===== src/rtl/sync_arith_unit_hs.sv =====
// Handshaked arithmetic unit: single-cycle shift/compare/sign-format conversion
// ops plus a restoring divider (quotient or remainder). The result is held until the consumer takes it.
module sync_arith_unit_hs #(
  parameter int M = 32
) (
  input  logic         clk,
  input  logic         i_reset,
  input  logic         i_valid,
  output logic         o_ready,
  input  logic [3:0]   iop,
  input  logic [M-1:0] iarg_A,
  input  logic [M-1:0] iarg_B,
  output logic         o_valid,
  input  logic         i_ready,
  output logic [M-1:0] o_result,
  output logic [3:0]   o_status,
  output logic         o_busy
);
  localparam int SHW = $clog2(M);
  localparam logic [M-1:0]   M_LIM   = M'(M);
  localparam logic [SHW-1:0] CNT_END = SHW'(M - 1);

  localparam logic [3:0] OP_SHR   = 4'b0000;
  localparam logic [3:0] OP_CMP   = 4'b0001;
  localparam logic [3:0] OP_DIV   = 4'b0010;
  localparam logic [3:0] OP_ZM2U2 = 4'b0011;
  localparam logic [3:0] OP_REM   = 4'b0100;
  localparam logic [3:0] OP_U22ZM = 4'b0101;

  typedef enum logic [1:0] {IDLE, EXEC, DONE} state_t;

  state_t         state_q, state_d;
  logic [M-1:0]   quo_q, quo_d;
  logic [M-1:0]   dvs_q, dvs_d;
  logic [M-1:0]   rem_q, rem_d;
  logic [SHW-1:0] cnt_q, cnt_d;
  logic           is_rem_q, is_rem_d;
  logic [M-1:0]   result_q, result_d;
  logic [3:0]     status_q, status_d;

  // Status word: {ERROR, NOT_EVEN_1, ZEROS, OVERFLOW}; an error zeroes the result.
  function automatic logic [3:0] flags(input logic [M-1:0] r, input logic err, input logic ovf);
    if (err) flags = 4'b1010;
    else     flags = {1'b0, ^r, (r == '0), ovf};
  endfunction

  // Single-cycle ops, evaluated straight from the request inputs at accept time.
  logic [M-1:0]   sc_res, neg_a, sh_mask;
  logic [SHW-1:0] sh;
  logic           sc_err, sc_ovf;
  logic           a_neg, b_neg;
  logic [M-2:0]   mag_a, mag_b;

  always_comb begin
    sc_res  = '0;
    sc_err  = 1'b0;
    sc_ovf  = 1'b0;
    sh      = iarg_B[SHW-1:0];
    sh_mask = ~({M{1'b1}} << sh);
    neg_a   = -iarg_A;
    mag_a   = iarg_A[M-2:0];
    mag_b   = iarg_B[M-2:0];
    // A zero magnitude counts as non-negative so that +0 == -0.
    a_neg   = iarg_A[M-1] & (mag_a != '0);
    b_neg   = iarg_B[M-1] & (mag_b != '0);
    case (iop)
      OP_SHR: begin
        if (iarg_B >= M_LIM) sc_err = 1'b1;
        else begin
          sc_res = iarg_A >> sh;
          sc_ovf = |(iarg_A & sh_mask);
        end
      end
      OP_CMP: begin
        if (a_neg != b_neg) sc_res[0] = a_neg;
        else if (a_neg)     sc_res[0] = (mag_a > mag_b);
        else                sc_res[0] = (mag_a < mag_b);
      end
      OP_ZM2U2: sc_res = iarg_A[M-1] ? -{1'b0, mag_a} : iarg_A;
      OP_U22ZM: begin
        if (!iarg_A[M-1])     sc_res = iarg_A;
        else if (mag_a == '0) sc_ovf = 1'b1;
        else                  sc_res = {1'b1, neg_a[M-2:0]};
      end
      default: sc_err = 1'b1;  // unlisted opcodes, and DIV/REM by zero
    endcase
  end

  // One restoring step: shift next dividend bit into the partial remainder, subtract if it fits.
  logic [M:0]   rem_sh, diff;
  logic [M-1:0] rem_nxt, quo_nxt;

  always_comb begin
    rem_sh  = {rem_q, quo_q[M-1]};
    diff    = rem_sh - {1'b0, dvs_q};
    rem_nxt = diff[M] ? rem_sh[M-1:0] : diff[M-1:0];
    quo_nxt = {quo_q[M-2:0], ~diff[M]};
  end

  always_comb begin
    state_d  = state_q;
    quo_d    = quo_q;
    dvs_d    = dvs_q;
    rem_d    = rem_q;
    cnt_d    = cnt_q;
    is_rem_d = is_rem_q;
    result_d = result_q;
    status_d = status_q;
    case (state_q)
      IDLE: if (i_valid) begin
        if ((iop == OP_DIV || iop == OP_REM) && iarg_B != '0) begin
          state_d  = EXEC;
          quo_d    = iarg_A;
          dvs_d    = iarg_B;
          rem_d    = '0;
          cnt_d    = '0;
          is_rem_d = (iop == OP_REM);
        end else begin
          state_d  = DONE;
          result_d = sc_err ? '0 : sc_res;
          status_d = flags(sc_res, sc_err, sc_ovf);
        end
      end
      EXEC: begin
        quo_d = quo_nxt;
        rem_d = rem_nxt;
        cnt_d = cnt_q + 1'b1;
        if (cnt_q == CNT_END) begin
          state_d  = DONE;
          result_d = is_rem_q ? rem_nxt : quo_nxt;
          status_d = flags(is_rem_q ? rem_nxt : quo_nxt, 1'b0, 1'b0);
        end
      end
      DONE: if (i_ready) state_d = IDLE;
      default: state_d = IDLE;
    endcase
  end

  always_ff @(posedge clk or negedge i_reset) begin
    if (!i_reset) begin
      state_q  <= IDLE;
      quo_q    <= '0;
      dvs_q    <= '0;
      rem_q    <= '0;
      cnt_q    <= '0;
      is_rem_q <= 1'b0;
      result_q <= '0;
      status_q <= '0;
    end else begin
      state_q  <= state_d;
      quo_q    <= quo_d;
      dvs_q    <= dvs_d;
      rem_q    <= rem_d;
      cnt_q    <= cnt_d;
      is_rem_q <= is_rem_d;
      result_q <= result_d;
      status_q <= status_d;
    end
  end

  assign o_ready  = (state_q == IDLE);
  assign o_valid  = (state_q == DONE);
  assign o_busy   = (state_q == EXEC);
  assign o_result = result_q;
  assign o_status = status_q;
endmodule


===== config.mk =====
export PLATFORM = sky130hd
export DESIGN_NAME = sync_arith_unit_hs
export DESIGN_NICKNAME = d
export VERILOG_FILES = /design/src/rtl/sync_arith_unit_hs.sv
export SDC_FILE = /design/constraint.sdc
export NUM_CORES = 1
export LEC_CHECK = 0
export CORE_ASPECT_RATIO = 0.75
export CORE_MARGIN = 10
export CORE_UTILIZATION = 45
export CTS_BUF_LIST = sky130_fd_sc_hd__clkbuf_4 sky130_fd_sc_hd__clkbuf_8
export DETAILED_ROUTE_END_ITERATION = 8
export PLACE_DENSITY = 0.62
export SETUP_SLACK_MARGIN = 0.02
export SKIP_LAST_GASP = 1
export SLEW_MARGIN = 20
export SYNTH_ARGS = -nofsm -noshare
export SYNTH_HDL_FRONTEND = slang
export SYNTH_SLANG_ARGS = --single-unit
export TNS_END_PERCENT = 5

===== constraint.sdc =====
create_clock -name clk -period 10.2 [get_ports clk]
set_input_delay 1.53 -clock clk [delete_from_list [all_inputs] [get_ports clk]]
set_output_delay 1.53 -clock clk [all_outputs]
set_load 0.005 [all_outputs]

-- Yosys cells after proc, flatten, opt, wreduce, memory -nomap -nowiden
Cells that the tools add are included.
- bits in registers: 140
- input port bits: 72
- add/subtract/negate cells: 4
- order comparisons: 3
- equal/unequal tests: 14
- shifts and indexed selects: 2
- multiplexer cells: 40
- bitwise gates (word level): 5
- reductions and logical operators: 19
- operator list (kind ; number):
    32-bit two-way mux ; 14
    32-bit one-hot mux with 2 select lines ; 3
    31-bit one-hot mux with 3 select lines ; 1
    32-bit logical NOT ; 2
    32-bit XOR reduction ; 2
    31-bit nonzero test ; 2
    33-bit by 32-bit subtractor with 33-bit output ; 1
    32-bit bitwise AND ; 1
    32-bit by 6-bit >= comparator with 1-bit output, second input constant ; 1
    31-bit negator with 32-bit output ; 1
    32-bit inverter ; 1
    32-bit nonzero test ; 1
    32-bit OR reduction ; 1
    32-bit by 5-bit left shift with 32-bit output, first input constant ; 1
    32-bit by 5-bit >> shifter with 32-bit output ; 1
    31-bit > comparator ; 1
    31-bit logical NOT ; 1
    31-bit less-than comparator ; 1
    31-bit negator ; 1
    4-bit two-way mux ; 4
    5-bit two-way mux ; 2
    5-bit one-hot mux with 2 select lines ; 1
    3-bit AND reduction ; 3
    4-bit by 2-bit equality test with 1-bit output, second input constant ; 2
    24 further kinds ; 38

-- Depth between registers and ports, before layout
Gate-level depths: netlist of run 1.
- depth after elaboration: 10
- depth in mapped cells: 22

-- Worst setup path before layout of run 1
No wires, ideal clock.
- path type: in2reg
- from: input iarg_B[2]
- to: register status_q[2] (netlist: o_status[2])
- setup time: 136 ps
- arrival time: 5001 ps
- setup slack: 5063 ps
- stages: 19
- buffers on the path: 3
- cell sequence: buf_2 inv_1 buf_1 buf_1 ha_1 a21oi_1 a21oi_1 nor3_1 o2111ai_1 a2111oi_1 a2111oi_4 ha_1 xnor2_1 xnor2_1 xnor2_1 xnor2_1 nor3_1 a21oi_1 o21ai_0
- cells in the longest elaborated chain, start to end: 10
- RTL lines (element ; RTL line ; text):
    from (decl) ; 12 ; input logic [M-1:0] iarg_B,
    parallel branches: the longest is 10 deep, another holds 31-bit less-than comparator ; n/a ;
    to (signal assigned) ; 157 ; status_q <= status_d;
    to (decl) ; 39 ; logic [3:0] status_q, status_d;
Several ways; the timed one is not identified. The select of a mux whose other input is x is not followed.
A chain may end at the register's enable or synchronous reset.

-- Worst setup path after layout of run 1
- from: input iarg_B[3]
- to: register status_q[2] (netlist: o_status[2])
Same word-level chain as after synthesis.

==> results of run 1 <==
## power groups by stage
stage	Clock (mW)	Sequential (mW)	Combinational, mW
after detailed placement	0	0.993	2.54
final	0.480	0.994	2.60
after global routing	0.509	1.01	2.83
after CTS	0.487	0.986	2.56
after global placement	0	0.992	2.52
after floorplan	0	0.912	1.80
## cells by family (layout without fill, tap and decap cells)
logic type      Yosys count  after routing  share of synthesized area
buf+inv                 209            249                    0.06556
flops                   140            140                     0.2615
compound gates          516            516                     0.2511
xor+xnor                 86             86                    0.05622
mux                     111            111                     0.1066
fa+ha+maj               100            100                    0.09376
simple gates            474            474                     0.1652
## layout make-up
class	count	area, sq um	area share
multi-input combinational	1287	9032	0.6017
sequential	140	3503	0.2334
timing repair buffer	134	1272	0.08476
tap	392	490.5	0.03267
inverter	83	311.5	0.02075
clock buffer	18	241.5	0.01609
clock inverter	14	160.2	0.01067
## worst max path at each step
stage | to | cells past startpoint | from | slack, ns
4_1_cts | o_status[2] | 18 | iarg_B[4] | 4.42
3_3_place_gp | o_status[2] | 19 | iarg_B[3] | 3.91
2_1_floorplan | o_status[2] | 19 | iarg_B[2] | 5.06
3_5_place_dp | o_status[2] | 19 | iarg_B[3] | 3.94
5_1_grt | o_status[2] | 19 | iarg_B[3] | 3.94
6_report | o_status[2] | 19 | iarg_B[3] | 4.24
## layer usage
layer  up-vias  track usage  share of wire
met5         -            0              0
met4         0      0.06641          0.022
li1       6019            -              -
met2       726       0.3891           0.39
met3        81      0.09441           0.12
met1      6313       0.4538           0.47
## flip-flops by register name, summed over array words and instances (netlist names)
name      flops
dvs_q        32
o_result     32
quo_q        32
rem_q        32
cnt_q         5
o_status      4
state_q       2
is_rem_q      1
## tightest hold or removal path: stages (launching register included)
cell     delay, ns
dfrtp_1       0.35
nand2_1       0.05
nand2_1       0.05
## cell usage in the layout (no fill, tap or decap), drive strengths merged, types with 12 or more instances in the layout
cell,instances
a211oi,25
a21o,14
a21oi,120
a22oi,13
a2bb2oi,12
a31oi,16
buf,27
clkbuf,18
clkdlybuf4s50,107
dfrtp,140
ha,98
inv,86
mux2,14
mux2i,73
mux4,24
nand2,217
nand3,34
nand4,25
nor2,92
nor3,33
nor4,16
o211ai,13
o21a,19
o21ai,172
o22ai,18
o31ai,22
xnor2,74
xor2,12
==> summary.txt, run 1 <==
Run status
  • Status: finished, final reports clean

Finish
  • Fillcell total: 2881
  • Final Cell Area: roughly 15000 sq um
  • Share of layout cells above drive strength 1: 0.08652
  • Area growth syn-to-layout: 12.05%
  • Fin cells: 2068
  • Post-layout util: 0.5143
  • Ant. Diodes: 0
  • NumNets Final: approximately 1800

Clock network
  • Total setup buffers inserted after CTS: 0
  • CTS tree: done
  • Longest Clk Path Bufs: 2
  • Num CTS Buffers: 17
  • Clock latency on the worst-skew pair: 0.47 ns
  • H-tree level count: 4
  • Clk slew on worst S/H paths: roughly 0.090 ns
  • Clock sink count: 140
  • Hold Buf Count CTS: 0
  • Root Buffer: clkbuf_8
  • CTS resizes: 0

Hold path
  • Hold depth: 2
  • Hold Path Class: reg2reg
  • Min-delay src: o_status[3]
  • WHS Endpoint: o_status[3]

Route
  • Vias per cell: 6.353
  • Antenna Violating Nets Remaining: 0
  • Post-route DRC: 0
  • Total wire length: 56070 um
  • 1st-pass router iterations: 6
  • First DRT Iteration DRCs: 1697
  • WL/cell: 27.11 um
  • Via count: about 13000

Synth
  • Syn Inst Count: 1636
  • Synth top area share: 0.2615
  • Mapped cell area: 13400 sq um
  • Synth cell count leaders: nand2_1 (216), o21ai_0 (148), dfrtp_1 (140), a21oi_1 (117), ha_1 (98)
  • Most frequent cell after synthesis: nand2_1
  • Most used DFF post-synth: dfrtp_1
  • Synthesized flop and latch total: 140
  • Post-synth EDFFs: 0
  • Synth Warn #: 0
  • Syn Nets: 1807
  • Cell taking the most area after synthesis: dfrtp_1
  • Synth area leaders: dfrtp_1 (26%), ha_1 (9.2%), nand2_1 (6.1%), o21ai_0 (5.5%), mux2i_1 (5.5%)
  • Async set-reset flop share out of synthesis: 1.000
  • Post-synthesis sequential area ratio: 0.2615
  • Netlist cell types: 94
  • Avg Inst Size Synth: roughly 8.2 sq um

Worst setup path
  • Worst Setup End Kind: register
  • Crit-path slowest cell: a2111oi_1
  • CP dominant cell by count: xnor2_1
  • Startpoint Class: input port
  • WP data required: 10.54 ns
  • Reg2reg path depth: 20
  • Crit Reg-Reg Startpoint: quo_q[31]
  • Reg-to-reg slack, setup: 4.32 ns
  • Critical path's top delay family: compound AO/OA/AOI/OAI gates
  • CP bufs+invs: 3
  • Crit-path max FO: 48
  • Critical path class: in2reg
  • Max incr delay on CP: 0.90 ns
  • End of the worst register-to-register path: o_status[2]
  • CP cell instances: clkdlybuf4s50_1, buf_4, inv_1, ha_1, nand4_1, a21oi_1, nor3_1, o2111ai_1, a31oi_1, a2111oi_1, a2111oi_4, ha_1, xnor2_1, xnor2_1, xnor2_1, xnor2_1, nor3_1, a21oi_1, o21ai_0
  • Arrival time worst endpoint: ~6.3 ns

GRT
  • Vias in the first global route: 12252
  • Total grt overflow: 0
  • Global-route wire length before repair: ~82000 um
  • Initial antenna violation count: 2
  • GRT Overall Usage: 0.2969
  • Largest net degree at the start of global routing: 103

Timing
  • Final period utilization: 0.5840
  • Setup_tns: 0 ns
  • Worst slew pin tran: 1.062 ns
  • Unrepaired setup endpoints after global routing: no
  • Final Max Slew Viols: 0
  • F_max: 0.1679 GHz
  • Hold violation total from the final report: 0
  • Final setup viols: 0
  • Min cycle time layout: 5.957 ns
  • Normalized max-slew margin: 0.2904
  • Hold_ws: 0.4782 ns
  • Final Skew: about 0.019 ns
  • Final WS setup: about 4.2 ns

Placement
  • Placed cell count: 2036
  • Pre-CTS setup slack: 3.938 ns
  • # port buffers: 110
  • Post-placement cell area: 14610 sq um
  • GP Congestion: about 1
  • DP HPWL: 42740 um

Run
  • Max_cap viols: 0

Power and ir drop
  • Clk pwr share: 0.118
  • Power per cell area: 271.2 nW/um^2
  • Worst VDD drop: ~0.17 mV
  • Switching Fraction: 0.4902
  • Logic pwr share: 0.638
  • Power share of the sequential group: 0.244
  • Leakage power: 6.084 nW
  • Int Power: 2.076 mW
  • Switching Power: roughly 2.0 mW
  • Overall power: 4.071 mW

Die
  • Die ar.: 37150 sq um
  • Starting density of the core: 0.4590
  • Num rows: between 50 and 60
  • Die W: ~220 um
  • Core region area: between 20000 and 30000 sq um
  • Die height: 169.4 um
  • Boundary Pins: 111
Note: power is estimated with default switching activity, not from simulation.
==> run 2: changes to the inputs <==
clock period = 6.05 ns   (was 10.2 ns; I/O delays follow)
==> run 2 against run 1 <==
Effect of this change: design area rose by 2.2%; flip-flop and latch count stayed put; largest power group unchanged; clock power rose by 80%; combinational power is 70% higher; utilization increased by 1.1 points; highest routed layer unchanged; clock skew decreased by 0.00081 ns; worst hold slack worse by 0.044 ns; clock-buffer cell count up 1; non-clock buffer count grew 36; sequential share of layout area decreased by 0.51 points; register-to-register slack worse by 3.7 ns; critical path type is now reg2reg.
==> summary.txt, run 2 (synthesized netlist as in run 1, its figures left out) <==
Run status
  • Status: finished, final reports clean

Clock network
  • Longest Clk Path Bufs: 2
  • Hold Buf Count CTS: 0
  • CTS tree: done
  • CTS resizes: 0
  • Total setup buffers inserted after CTS: 0
  • Num CTS Buffers: 17
  • Clk slew on worst S/H paths: 0.10 ns
  • Clock sink count: 140
  • Clock latency on the worst-skew pair: 0.48 ns
  • Root Buffer: clkbuf_8
  • H-tree level count: 4

Die
  • Num rows: 54
  • Die height: 169.4 um
  • Boundary Pins: approximately 110
  • Die W: around 220 um
  • Starting density of the core: 0.4590
  • Core region area: about 29000 sq um
  • Die ar.: ~37000 sq um

Finish
  • Area growth syn-to-layout: 14.53%
  • Most frequent cells in the layout: nand2_1 (216), o21ai_0 (148), dfrtp_1 (140), a21oi_1 (117), clkdlybuf4s50_1 (107)
  • Post-layout util: 0.5257
  • Ant. Diodes: 0
  • Fin cells: ~2100
  • Commonest non-fill, non-tap cell in the layout: nand2_1
  • Final Cell Area: approximately 15000 sq um
  • Share of layout cells above drive strength 1: 0.1057
  • Fillcell total: 2850
  • NumNets Final: 1870

Timing
  • Final period utilization: 0.9005
  • Final Max Slew Viols: 0
  • Final WS setup: 0.6017 ns
  • Setup_tns: 0 ns
  • Normalized max-slew margin: 0.2351
  • Unrepaired setup endpoints after global routing: no
  • F_max: 0.1835 GHz
  • Hold_ws: 0.4344 ns
  • Hold violation total from the final report: 0
  • Worst slew pin tran: 1.144 ns
  • Final setup viols: 0
  • Final Skew: between 0.015 and 0.02 ns
  • Min cycle time layout: 5.448 ns

Route
  • Via count: 13426
  • First DRT Iteration DRCs: 1584
  • Vias per cell: 6.381
  • Antenna Violating Nets Remaining: 0
  • 1st-pass router iterations: 6
  • WL/cell: ~26 um
  • Post-route DRC: 0
  • Total wire length: 55630 um

Worst setup path
  • Crit-path max FO: 15
  • Worst Setup End Kind: register
  • Reg2reg path depth: 22
  • Arrival time worst endpoint: 5.85 ns
  • Startpoint Class: register
  • WP data required: 6.46 ns
  • Critical path class: reg2reg

Power and ir drop
  • Switching Fraction: 0.4814
  • Clk pwr share: 0.124
  • Power per cell area: 454.0 nW/um^2
  • Leakage power: approximately 6.3 nW
  • Overall power: 6.966 mW
  • Switching Power: around 3.4 mW
  • Worst VDD drop: between 0.4 and 0.5 mV
  • Int Power: 3.612 mW
  • Logic pwr share: 0.637
  • Power share of the sequential group: 0.239

Run
  • Max_cap viols: 0

GRT
  • Global-route wire length before repair: 82100 um
  • Initial antenna violation count: 0
  • GRT Overall Usage: 0.2933
  • Largest net degree at the start of global routing: between 80 and 90
  • Vias in the first global route: 12569
  • Total grt overflow: 0

Placement
  • Placed cell count: 2072
  • # port buffers: 110
  • Post-placement cell area: 14910 sq um
  • GP Congestion: 1.037
  • Pre-CTS setup slack: 0.6483 ns
  • DP HPWL: 43080 um

Hold path
  • Hold Path Class: in2async
[run 2: cell count changes in the layout (fill, tap and decap cells not counted), sizes merged]
cell      delta
clkinvlp     -1
clkbuf       +1
bufinv       +1
clkinv       -3
inv          +2
buf         +36
[run 2: critical path, stage by stage (launching register included)]
cell and delay (ns):
dfrtp_1 0.42, inv_1 0.07, ha_1 0.16, inv_1 0.05
fa_1 0.41, a211oi_1 0.32, o21ai_1 0.18, o2111ai_1 0.23
nand3_1 0.29, o2111a_1 0.46, nor2_4 0.44, buf_4 0.33
buf_4 0.22, mux2i_1 0.35, nor2_1 0.08, a21oi_1 0.15
ha_1 0.27, xnor2_1 0.20, xnor2_1 0.17, xnor2_1 0.17
xnor2_1 0.16, a21oi_1 0.08, o21ai_0 0.16
[run 2: layer usage]
layer,share of wire,track usage,vias up
met2,0.39,0.3934,740
met4,0.017,0.06342,0
li1,-,-,6077
met3,0.13,0.1131,64
met1,0.46,0.4295,6545
met5,0,0,-
[run 2: power groups by stage]
stage / logic, mW / registers [mW] / clock network, mW
after floorplan: 3.04 / 1.54 / 0
after global placement: 4.32 / 1.67 / 0
after detailed placement: 4.34 / 1.67 / 0
after CTS: 4.37 / 1.65 / 0.880
after global routing: 4.84 / 1.70 / 0.923
final: 4.43 / 1.67 / 0.866
[run 2: final cells by class]
cell class	instances	area [sq um]	area share
Timing Repair Buffer	170	1568	0.1022
Multi-Input combinational cell	1287	9034	0.5887
Tap cell	392	490.5	0.03196
Inverter	83	311.5	0.02030
Clock buffer	19	261.5	0.01704
Sequential cell	140	3503	0.2283
Clock inverter	13	176.4	0.01150
[run 2: final timing paths]
path / start / end / slack (ns)
hold reg to reg: o_status[3] / o_status[3] / 0.49
setup reg to reg: quo_q[31] / o_status[2] / 0.60
min in group clk: o_status[3] / o_status[3] / 0.49
setup / recovery: quo_q[31] / o_status[2] / 0.60
hold / removal: i_reset / cnt_q[2] / 0.43
max in group asynchronous: i_reset / o_result[24] / 4.32
